===== src/rtl/sync_perf_monitor_pkg.sv =====
// Shared types and constants for the per-tile sync performance monitor.
package sync_perf_monitor_pkg;

    localparam int unsigned THREAD_NUMB       = 8;
    localparam int unsigned PERF_CNT_W_MAX    = 32;
    localparam int unsigned PERF_EVENT_DETECT = 0;
    localparam int unsigned PERF_EVENT_SEND   = 1;

    typedef logic [7:0] barrier_t;

    // count is sized for the widest supported counter; narrower counters zero-extend
    typedef struct packed {
        logic [7:0]                tile_id;
        logic [7:0]                thread_idx;
        logic [3:0]                event_idx;
        barrier_t                  barrier;
        logic [PERF_CNT_W_MAX-1:0] count;
        logic                      saturated;
    } perf_record_t;

    function automatic perf_record_t make_record(
        input int unsigned               tile,
        input int unsigned               thread,
        input int unsigned               evt,
        input barrier_t                  bar,
        input logic [PERF_CNT_W_MAX-1:0] cnt,
        input logic                      sat
    );
        perf_record_t r;
        r.tile_id    = 8'(tile);
        r.thread_idx = 8'(thread);
        r.event_idx  = 4'(evt);
        r.barrier    = bar;
        r.count      = cnt;
        r.saturated  = sat;
        return r;
    endfunction

endpackage


===== src/rtl/sync_perf_monitor_if.sv =====
// Record stream from the performance monitor to its consumer.
interface sync_perf_monitor_if;

    logic                               rec_valid;
    logic                               rec_ready;
    sync_perf_monitor_pkg::perf_record_t rec_data;

    modport master (output rec_valid, output rec_data, input rec_ready);
    modport slave  (input rec_valid, input rec_data, output rec_ready);

endinterface


===== src/rtl/sync_perf_monitor_rr_arbiter.sv =====
// Round-robin arbiter: one-hot grant, pointer moves past the winner on each grant.
module perf_rr_arbiter #(
    parameter  int unsigned N  = 16,
    localparam int unsigned IW = (N > 1) ? $clog2(N) : 1
) (
    input  logic          clk,
    input  logic          reset,
    input  logic          clear,
    input  logic          en,
    input  logic [N-1:0]  req,
    output logic [N-1:0]  grant,
    output logic [IW-1:0] grant_idx
);

    logic [IW-1:0] ptr;
    logic [IW-1:0] idx;
    logic          found;

    always_comb begin
        grant     = '0;
        grant_idx = '0;
        found     = 1'b0;
        idx       = '0;
        for (int unsigned i = 0; i < N; i++) begin
            idx = IW'((32'(ptr) + i) % N);
            if (en && !found && req[idx]) begin
                found      = 1'b1;
                grant[idx] = 1'b1;
                grant_idx  = idx;
            end
        end
    end

    always_ff @(posedge clk) begin
        if (reset || clear) begin
            ptr <= '0;
        end else if (found) begin
            ptr <= (grant_idx == IW'(N - 1)) ? '0 : grant_idx + IW'(1);
        end
    end

endmodule


===== src/rtl/sync_perf_monitor.sv =====
// Per-tile sync performance monitor: measures event-high intervals per (event, thread)
// pair and streams each measurement as a tagged record through a small FIFO.
module sync_perf_monitor
    import sync_perf_monitor_pkg::*;
#(
    parameter  int unsigned TILE_ID_PAR = 0,
    parameter  int unsigned NUM_THREADS = THREAD_NUMB,
    parameter  int unsigned NUM_EVENTS  = 2,
    parameter  int unsigned CNT_W       = 32,
    parameter  int unsigned FIFO_DEPTH  = 8,
    parameter  int unsigned DROP_W      = 16,
    localparam int unsigned TW          = (NUM_THREADS > 1) ? $clog2(NUM_THREADS) : 1
) (
    input  logic                                   clk,
    input  logic                                   reset,
    input  logic                                   enable,
    input  logic                                   clear,
    input  logic [NUM_EVENTS-1:0][NUM_THREADS-1:0] perf_events,
    input  logic                                   bar_capture_valid,
    input  logic [TW-1:0]                          bar_capture_thread,
    input  barrier_t                               bar_capture_id,
    sync_perf_monitor_if.master                    rec_if,
    output logic [DROP_W-1:0]                      drop_count
);

    localparam int unsigned NP = NUM_EVENTS * NUM_THREADS;
    localparam int unsigned PW = (NP > 1) ? $clog2(NP) : 1;
    localparam int unsigned AW = $clog2(FIFO_DEPTH);

    barrier_t        bar_reg [NUM_THREADS];
    logic [NP-1:0]   pend_vec;
    logic [NP-1:0]   drop_vec;
    logic [NP-1:0]   grant;
    perf_record_t    slot_arr [NP];
    logic [PW-1:0]   grant_idx;
    logic            arb_en, push, pop, full, empty;
    logic [AW:0]     wr_ptr, rd_ptr;
    perf_record_t    fifo_mem [FIFO_DEPTH];
    logic [PW:0]     drop_inc;
    logic [DROP_W:0] drop_sum;

    always_ff @(posedge clk) begin
        if (reset || clear) begin
            for (int unsigned i = 0; i < NUM_THREADS; i++) bar_reg[i] <= '0;
        end else if (bar_capture_valid) begin
            bar_reg[bar_capture_thread] <= bar_capture_id;
        end
    end

    for (genvar e = 0; e < NUM_EVENTS; e++) begin : g_evt
        for (genvar t = 0; t < NUM_THREADS; t++) begin : g_thr
            localparam int unsigned P = e * NUM_THREADS + t;

            logic [CNT_W-1:0] cnt;
            logic             sat, pending, ev, int_end;
            perf_record_t     slot;

            assign ev          = perf_events[e][t];
            assign int_end     = enable && !ev && (cnt != '0);
            assign drop_vec[P] = int_end && pending && !grant[P];
            assign pend_vec[P] = pending;
            assign slot_arr[P] = slot;

            always_ff @(posedge clk) begin
                if (reset || clear) begin
                    cnt     <= '0;
                    sat     <= 1'b0;
                    pending <= 1'b0;
                    slot    <= '0;
                end else begin
                    if (enable && ev) begin
                        if (cnt == '1) sat <= 1'b1;
                        else           cnt <= cnt + CNT_W'(1);
                    end else if (int_end) begin
                        cnt <= '0;
                        sat <= 1'b0;
                    end
                    // A grant this cycle empties the slot, so a new record may take it
                    if (int_end && !drop_vec[P]) begin
                        pending <= 1'b1;
                        slot    <= make_record(TILE_ID_PAR, t, e, bar_reg[t],
                                               PERF_CNT_W_MAX'(cnt), sat);
                    end else if (grant[P]) begin
                        pending <= 1'b0;
                    end
                end
            end
        end
    end

    always_comb begin
        drop_inc = '0;
        for (int unsigned i = 0; i < NP; i++) drop_inc = drop_inc + (PW + 1)'(drop_vec[i]);
    end

    assign drop_sum = {1'b0, drop_count} + (DROP_W + 1)'(drop_inc);

    always_ff @(posedge clk) begin
        if (reset || clear)      drop_count <= '0;
        else if (drop_sum[DROP_W]) drop_count <= '1;
        else                     drop_count <= drop_sum[DROP_W-1:0];
    end

    perf_rr_arbiter #(.N(NP)) u_arb (
        .clk       (clk),
        .reset     (reset),
        .clear     (clear),
        .en        (arb_en),
        .req       (pend_vec),
        .grant     (grant),
        .grant_idx (grant_idx)
    );

    assign empty  = (wr_ptr == rd_ptr);
    assign full   = (wr_ptr[AW] != rd_ptr[AW]) && (wr_ptr[AW-1:0] == rd_ptr[AW-1:0]);
    assign pop    = !empty && rec_if.rec_ready;
    assign arb_en = !full || pop;
    assign push   = |grant;

    always_ff @(posedge clk) begin
        if (reset || clear) begin
            wr_ptr <= '0;
            rd_ptr <= '0;
        end else begin
            if (push) wr_ptr <= wr_ptr + (AW + 1)'(1);
            if (pop)  rd_ptr <= rd_ptr + (AW + 1)'(1);
        end
    end

    always_ff @(posedge clk) begin
        if (push) fifo_mem[wr_ptr[AW-1:0]] <= slot_arr[grant_idx];
    end

    assign rec_if.rec_valid = !empty;
    assign rec_if.rec_data  = fifo_mem[rd_ptr[AW-1:0]];

endmodule


===== src/flat_wrapper.sv =====
// flat-port wrapper written by rule: the top's interface ports become plain ports
module sync_perf_monitor_flat import sync_perf_monitor_pkg::*;
#(
    parameter  int unsigned TILE_ID_PAR = 0,
    parameter  int unsigned NUM_THREADS = THREAD_NUMB,
    parameter  int unsigned NUM_EVENTS  = 2,
    parameter  int unsigned CNT_W       = 32,
    parameter  int unsigned FIFO_DEPTH  = 8,
    parameter  int unsigned DROP_W      = 16,
    localparam int unsigned TW          = (NUM_THREADS > 1) ? $clog2(NUM_THREADS) : 1
)
  (clk, reset, enable, clear, perf_events, bar_capture_valid, bar_capture_thread, bar_capture_id, drop_count, rec_if_rec_valid, rec_if_rec_data, rec_if_rec_ready);
  sync_perf_monitor_if rec_if_i ();
  input  logic clk;
  input  logic reset;
  input  logic enable;
  input  logic clear;
  input  logic [NUM_EVENTS-1:0][NUM_THREADS-1:0] perf_events;
  input  logic bar_capture_valid;
  input  logic [TW-1:0] bar_capture_thread;
  input  barrier_t bar_capture_id;
  output logic [DROP_W-1:0] drop_count;
  output wire logic [$bits(rec_if_i.rec_valid)-1:0] rec_if_rec_valid;
  output wire logic [$bits(rec_if_i.rec_data)-1:0] rec_if_rec_data;
  input wire logic [$bits(rec_if_i.rec_ready)-1:0] rec_if_rec_ready;
  assign rec_if_rec_valid = rec_if_i.rec_valid;
  assign rec_if_rec_data = rec_if_i.rec_data;
  assign rec_if_i.rec_ready = rec_if_rec_ready;
  sync_perf_monitor #(.TILE_ID_PAR(TILE_ID_PAR), .NUM_THREADS(NUM_THREADS), .NUM_EVENTS(NUM_EVENTS), .CNT_W(CNT_W), .FIFO_DEPTH(FIFO_DEPTH), .DROP_W(DROP_W)) u_core (.clk(clk), .reset(reset), .enable(enable), .clear(clear), .perf_events(perf_events), .bar_capture_valid(bar_capture_valid), .bar_capture_thread(bar_capture_thread), .bar_capture_id(bar_capture_id), .rec_if(rec_if_i), .drop_count(drop_count));
endmodule

===== config.mk =====
export PLATFORM = sky130hd
export DESIGN_NAME = sync_perf_monitor_flat
export DESIGN_NICKNAME = d
export VERILOG_FILES = /design/src/rtl/sync_perf_monitor_pkg.sv /design/src/rtl/sync_perf_monitor_if.sv /design/src/rtl/sync_perf_monitor_rr_arbiter.sv /design/src/rtl/sync_perf_monitor.sv /design/src/flat_wrapper.sv
export SDC_FILE = /design/constraint.sdc
export NUM_CORES = 2
export LEC_CHECK = 0
export ABC_CLOCK_PERIOD_IN_PS = 10100
export CORE_MARGIN = 10
export CORE_UTILIZATION = 25
export CTS_CLUSTER_DIAMETER = 200
export CTS_CLUSTER_SIZE = 20
export DETAILED_ROUTE_END_ITERATION = 16
export PLACE_DENSITY = 0.5
export SLEW_MARGIN = 10
export SYNTH_ARGS = -nofsm -noshare
export SYNTH_HDL_FRONTEND = slang
export SYNTH_SLANG_ARGS = --single-unit

===== constraint.sdc =====
create_clock -name clk -period 10.1 [get_ports clk]
set_clock_uncertainty 0.05 [all_clocks]
set_input_delay 3.03 -clock clk [delete_from_list [all_inputs] [get_ports clk]]
set_output_delay 3.03 -clock clk [all_outputs]
set_load 0.01 [all_outputs]

# Word level (Yosys, flattened, before mapping)
# Memory sizes are Yosys's and may differ from the RTL's. A register that Yosys moved wholly into a read port is not among the register bits.
# Cells that the tools add are included.
# word_totals
output_inout_bits,78
mem_bits_rw,552
regBits,1247
word_cells,823
n_memories,2
# classes
n_reduce_logical,294
muxes,257
magnitude_cmp,33
bitwise_logic,16
eq_ne,52
add_sub_neg,50
# mem_list
name,depth,word_bits,rd,rd_clocked_by_memory_dff,write_ports,line_no,rtl
u_core.fifo_mem,8,61,1,1,1,sync_perf_monitor.sv:38,perf_record_t fifo_mem [FIFO_DEPTH];
u_core.bar_reg,8,8,8,0,8,sync_perf_monitor.sv:30,barrier_t bar_reg [NUM_THREADS];
# op_table
operator,n
32-bit 2-to-1 mux,48
32-bit by 1-bit adder with 32-bit output (second input constant),16
32-bit equality test (second input constant),16
32-bit nonzero test,16
16-bit 2-to-1 mux,17
61-bit binary-select mux with 4-bit select,1
16-bit bitwise OR,15
1-bit logical AND,145
1-bit 2-to-1 mux,136
61-bit 2-to-1 mux,2
4-bit by 5-bit < comparator with 1-bit output (second input constant),16
5-bit by 1-bit adder with 5-bit output,14
4-bit 2-to-1 mux,17
1-bit zero test,65
1-bit binary-select mux with 4-bit select,16
1-bit demux with 4-bit select,16
4-bit by 1-bit greater-or-equal comparator with 1-bit output (second input constant),16
2-bit != test (second input constant),32
2-bit AND reduction,32
2-bit nonzero test,32
4-bit adder (second input constant),8
16-bit by 5-bit adder with 17-bit output,1
4-bit by 1-bit adder with 4-bit output (second input constant),4
4-bit by 3-bit adder with 4-bit output (second input constant),4
13 further kinds,17

# Logic depth before layout (Yosys ltp)
# logic_depth
depth_word,85
mapped_depth,43
mapped_depth_nobuf,37

# Modules after synthesis
# A second synthesis with hierarchy kept.
# hier_totals
hier_cells,7638
area_unflattened_um2,78743.0
# by_module_without_submodules
module,n_inst,area_each_um2,cells_each,seq_area_each_um2
sync_perf_monitor,1,74537.7,7062,37596.1
perf_rr_arbiter,1,4205.3,576,80.1

# Least setup slack after synthesis
# Ideal clock, no wire load.
# synth_path
path_type,in2reg
startpoint,input rec_if_rec_ready
endpoint,memory u_core.fifo_mem[2][0] (netlist name) (enable)
cell_stages,14
n_path_buf,2
arrival_ps,10187
path_slack_ps,-713
setup_ps,576
path_cell_list,or2_2 -> nor2_1 -> clkbuf_1 -> a21oi_1 -> a21oi_1 -> clkbuf_1 -> nand4_1 -> o211ai_1 -> a2111oi_0 -> and3_1 -> and4_1 -> nand4_2 -> nor2_1 -> nor4b_1
# synth_between
elab_chain_cells,67
# synth_lines
element,line_no,rtl
"start, declared",flat_wrapper.sv:25,input wire logic [$bits(rec_if_i.rec_ready)-1:0] rec_if_rec_ready;
1-bit logical AND *,sync_perf_monitor.sv:116,assign pop = !empty && rec_if.rec_ready;
1-bit logical OR *,sync_perf_monitor.sv:117,assign arb_en = !full || pop;
1-bit logical AND,sync_perf_monitor_rr_arbiter.sv:26,if (en && !found && req[idx]) begin
1-bit 2-to-1 mux,sync_perf_monitor_rr_arbiter.sv:26,
1-bit zero test,sync_perf_monitor_rr_arbiter.sv:26,
1-bit logical AND (2 in series),sync_perf_monitor_rr_arbiter.sv:26,
1-bit 2-to-1 mux,sync_perf_monitor_rr_arbiter.sv:26,
1-bit zero test,sync_perf_monitor_rr_arbiter.sv:26,
[48 not listed],-,
1-bit logical AND (2 in series),sync_perf_monitor_rr_arbiter.sv:26,
1-bit 2-to-1 mux,sync_perf_monitor_rr_arbiter.sv:26,
1-bit zero test,sync_perf_monitor_rr_arbiter.sv:26,
1-bit logical AND (2 in series),sync_perf_monitor_rr_arbiter.sv:26,
16-bit 2-to-1 mux *,sync_perf_monitor_rr_arbiter.sv:26,
16-bit OR reduction *,sync_perf_monitor.sv:118,assign push = |grant;
1-bit 2-to-1 mux *,sync_perf_monitor.sv:131,if (push) fifo_mem[wr_ptr[AW-1:0]] <= slot_arr[grant_idx];
1-bit 2-to-1 mux (implied by the code) *,sync_perf_monitor.sv:131,
"end, declared",sync_perf_monitor.sv:38,
# Every way passes the cells marked *; elsewhere a longest branch is shown, timed or not.

# Final worst setup path
# layout_path
startpoint,input rec_if_rec_ready
endpoint,register u_core.drop_count[13]
# layout_between
elab_chain_cells,83
# layout_lines
element,line_no,rtl
1-bit logical AND *,sync_perf_monitor.sv:116,
1-bit logical OR *,sync_perf_monitor.sv:117,
1-bit logical AND,sync_perf_monitor_rr_arbiter.sv:26,
1-bit 2-to-1 mux,sync_perf_monitor_rr_arbiter.sv:26,
1-bit zero test,sync_perf_monitor_rr_arbiter.sv:26,
1-bit logical AND (2 in series),sync_perf_monitor_rr_arbiter.sv:26,
1-bit 2-to-1 mux,sync_perf_monitor_rr_arbiter.sv:26,
1-bit zero test,sync_perf_monitor_rr_arbiter.sv:26,
[54 not listed],-,
16-bit 2-to-1 mux *,sync_perf_monitor_rr_arbiter.sv:26,
1-bit zero test,sync_perf_monitor.sv:60,assign drop_vec[P] = int_end && pending && !grant[P];
1-bit logical AND,sync_perf_monitor.sv:60,
1-bit by 1-bit adder with 2-bit output,sync_perf_monitor.sv:93,for (int unsigned i = 0; i < NP; i++) drop_inc = drop_inc + (PW + 1)'(drop_vec[i]);
5-bit by 1-bit adder with 5-bit output (13 in series),sync_perf_monitor.sv:93,
5-bit by 1-bit adder with 5-bit output *,sync_perf_monitor.sv:93,
16-bit by 5-bit adder with 17-bit output *,sync_perf_monitor.sv:96,"assign drop_sum = {1'b0, drop_count} + (DROP_W + 1)'(drop_inc);"
16-bit 2-to-1 mux *,sync_perf_monitor.sv:100,else if (drop_sum[DROP_W]) drop_count <= '1;
"end signal, assigned",sync_perf_monitor.sv:101,else drop_count <= drop_sum[DROP_W-1:0];
"end, declared",sync_perf_monitor.sv:23,output logic [DROP_W-1:0] drop_count
# Marks and branches as above.
# A chain may end at the register's enable or synchronous reset.

==> results.cfg <==
[cells_and_area]
multiInputGateArea_sq_um = 37500
seqCellArea_sq_um = 37700
drive_gt1_frac = 0.107
largest_register = u_core.g_evt.g_thr.slot
fin_nets = 8072
syn_to_final_growth_pct = 13.5
fill_cells = 32500
final_common_cell = dfxtp_1
largest_register_ffs = 671
layout_common_cells = 1243 x dfxtp_1, 1233 x nor2_1, 773 x mux2i_1, 728 x nand2_1, 424 x edfxtp_1
final_cells = 12100

[die]
ios = 111
dieArea_sq_um = 332000
core_region_area_sq_um = 308000
die_w_microns = 576
dieHeight_microns = 576
initial_core_util = 0.251
rows = 204

[drt]
num_vias = 60500
drtAntennaViolNets = 0
wl_per_cell_microns = 23.2
viasPerCell = 4.98
drc = 0
routed_wirelength_microns = 282000
drt_iter0_drc = 5561
first_pass_iters = 6

[clock_network]
cts_tree = done
cts_sinks = 1670
cts.clk_slew.worst_paths_ns = 0.09
cts_buffer_depth = 3
cts_max_level = 3
cts_made_buffers = 93
cts-root-buf = clkbuf_16
clock_latency_ns = 0.79
hold_buffers = 0

[sta]
hold_viol = 0
tightest_slew_ns = 1.30
setup_tns_ns = 0
fmax_mhz = 101
relSlewSlack = 0.136
report.final.slew_viol_count = 0
setup_viol = 0
setup_ws_ns = 0.240
fin_crit_sh = 0.976
rsz0062_at_grt = no
period_minus_slack_ns = 9.86

[synth]
yosysSeqAreaShare = 0.487
netlist_instances = 7831
yosysWarnings = 0
ys_ff_latch = 1670
yosysUniqueCellTypes = 101
syn_avg_cell_area_sq_um = 9.87
yosys_most_used_dff = dfxtp_1
async_flop_share = 0
synthesis.area_sq_um = 77300
synth-edff-count = 424

[worst_setup_path]
rrSetupSlack_ns = 0.52
crit_path_end_kind = flip-flop
crit_slowest_cell = fa_2
worstPathMaxFanout = 7
cp_slowest_stage_delay_ns = 0.66
cp.arrival_ns = 10.44
critPathRequiredTime_ns = 10.68
critPathLaunchType = input pin
path_class = input pin to flip-flop

[placement]
dp_cells = 12000
hpwl_microns = 206000
place_ws_ns = -1.67
portBuffers = 94
place_congestion = 0.958

[worst_hold_path]
hp-class = flip-flop to flip-flop

[grt]
antenna_found_initial = 24
overflow = 0
top_usage_layer = met2
grt_max_degree = 197
use_met1 = 0.227
grt_usage = 0.162
grt_pass1_vias = 57500
grt_pass1_wl_microns = 409000
use_met2 = 0.251
use_met3 = 0.0241

[pwr]
p_per_area_nw_per_um2 = 213
leakage_nw = 28.1
peakVddDrop_uv = 329

[flow_run]
maxCapViolations = 0

[status]
status = completed
## area by class of cell
type | instances | share of cell area
Inverter | 108 | 0.00472
Antenna cell | 10 | 0.000285
Sequential cell | 1670 | 0.430
Multi-Input combinational cell | 5577 | 0.427
Clock inverter | 7 | 0.00123
Clock buffer | 130 | 0.0286
Timing Repair Buffer | 520 | 0.0498
Tap cell | 4120 | 0.0588
## critical path: cells and delay by family
family	cells	cell delay (ns)
xor+xnor	1	0.17
fa+ha+maj	7	3.28
simple gates	11	2.02
buf+inv	9	1.08
compound gates	6	0.80
## path summary, 6_finish.rpt
check                                                      start                                        endpoint  cells past startpoint
setup / recovery                                rec_if_rec_ready                u_core.drop_count[13]$_SDFF_PP0_                     34
hold / removal    u_core.g_evt[1].g_thr[3].slot[32]$_SDFFE_PP0P_  u_core.g_evt[1].g_thr[3].slot[32]$_SDFFE_PP0P_                      2
setup reg to reg                u_core.u_arb.ptr[1]$_SDFFE_PP0P_                u_core.drop_count[13]$_SDFF_PP0_                     37
hold reg to reg   u_core.g_evt[1].g_thr[3].slot[32]$_SDFFE_PP0P_  u_core.g_evt[1].g_thr[3].slot[32]$_SDFFE_PP0P_                      2
## through the flow
stage           util  total power, mW  cell area (sq um)  hold WS [ns]
6_report       0.285             18.7              87700         0.409
3_5_place_dp   0.275             14.7              84700         0.398
5_1_grt        0.284             19.4              87700         0.429
4_1_cts        0.283             18.7              87400         0.410
3_3_place_gp   0.275             14.6              84700         0.393
2_1_floorplan      -             11.2              77400         0.381
## synthesized netlist by cell type (all sizes together) (16+ instances only)
master / instances / area (sq um)
ha: 58 / 726
nor2b: 17 / 106
and3: 105 / 657
xnor2: 128 / 1120
a21oi: 348 / 1810
nand3: 293 / 1470
o2bb2ai: 85 / 744
mux4: 105 / 2360
a32oi: 27 / 236
edfxtp: 424 / 12700
inv: 107 / 402
xor2: 321 / 2810
o211ai: 16 / 139
or3: 109 / 682
a22oi: 45 / 338
buf: 178 / 1210
a221oi: 49 / 485
nand2b: 20 / 125
and4: 63 / 552
o221ai: 60 / 569
dfxtp: 1246 / 24900
clkbuf: 313 / 1170
a221o: 25 / 250
nand2: 733 / 2760
mux2: 78 / 878
mux2i: 774 / 7750
nor4b: 19 / 166
nor3: 113 / 577
nor2: 1246 / 4680
nand4: 167 / 1050
o21ai: 141 / 717
nor4: 141 / 897
and2: 90 / 563
## cells by family after synthesis
family,Yosys count,synth area share
buffers and inverters,599,0.0360
adder cells (fa/ha/maj),69,0.0122
other,1,0.0000485
XOR/XNOR,449,0.0509
flip-flops,1670,0.487
multiplexers,957,0.142
AND/OR/NAND/NOR,3157,0.189
AO/OA/AOI/OAI,929,0.0827
## power by group
part | leakage (nW) | switching [mW] | total, mW | internal [mW]
clock | 1.26 | 2.32 | 4.06 | 1.74
combinational | 12.7 | 4.85 | 7.03 | 2.19
sequential | 14.1 | 0.0809 | 7.62 | 7.54
total | 28.1 | 7.25 | 18.7 | 11.5
## per-layer routing
metal / part of all wire / wire length [microns] / vias to the layer above
li1: - / - / 28200
met1: 0.46 / 129000 / 30200
met2: 0.44 / 124000 / 1794
met3: 0.058 / 16400 / 387
met4: 0.041 / 11500 / 12
met5: 0.00029 / 82 / -
## repair_timing
action                     in CTS  in global routing
setup buffers                   4                  8
cloned                          0                  1
resized for setup              23                 59
pin swaps                      18                 32
setup endpoints to repair      16                 16
Note: power is estimated with default switching activity, not from simulation.
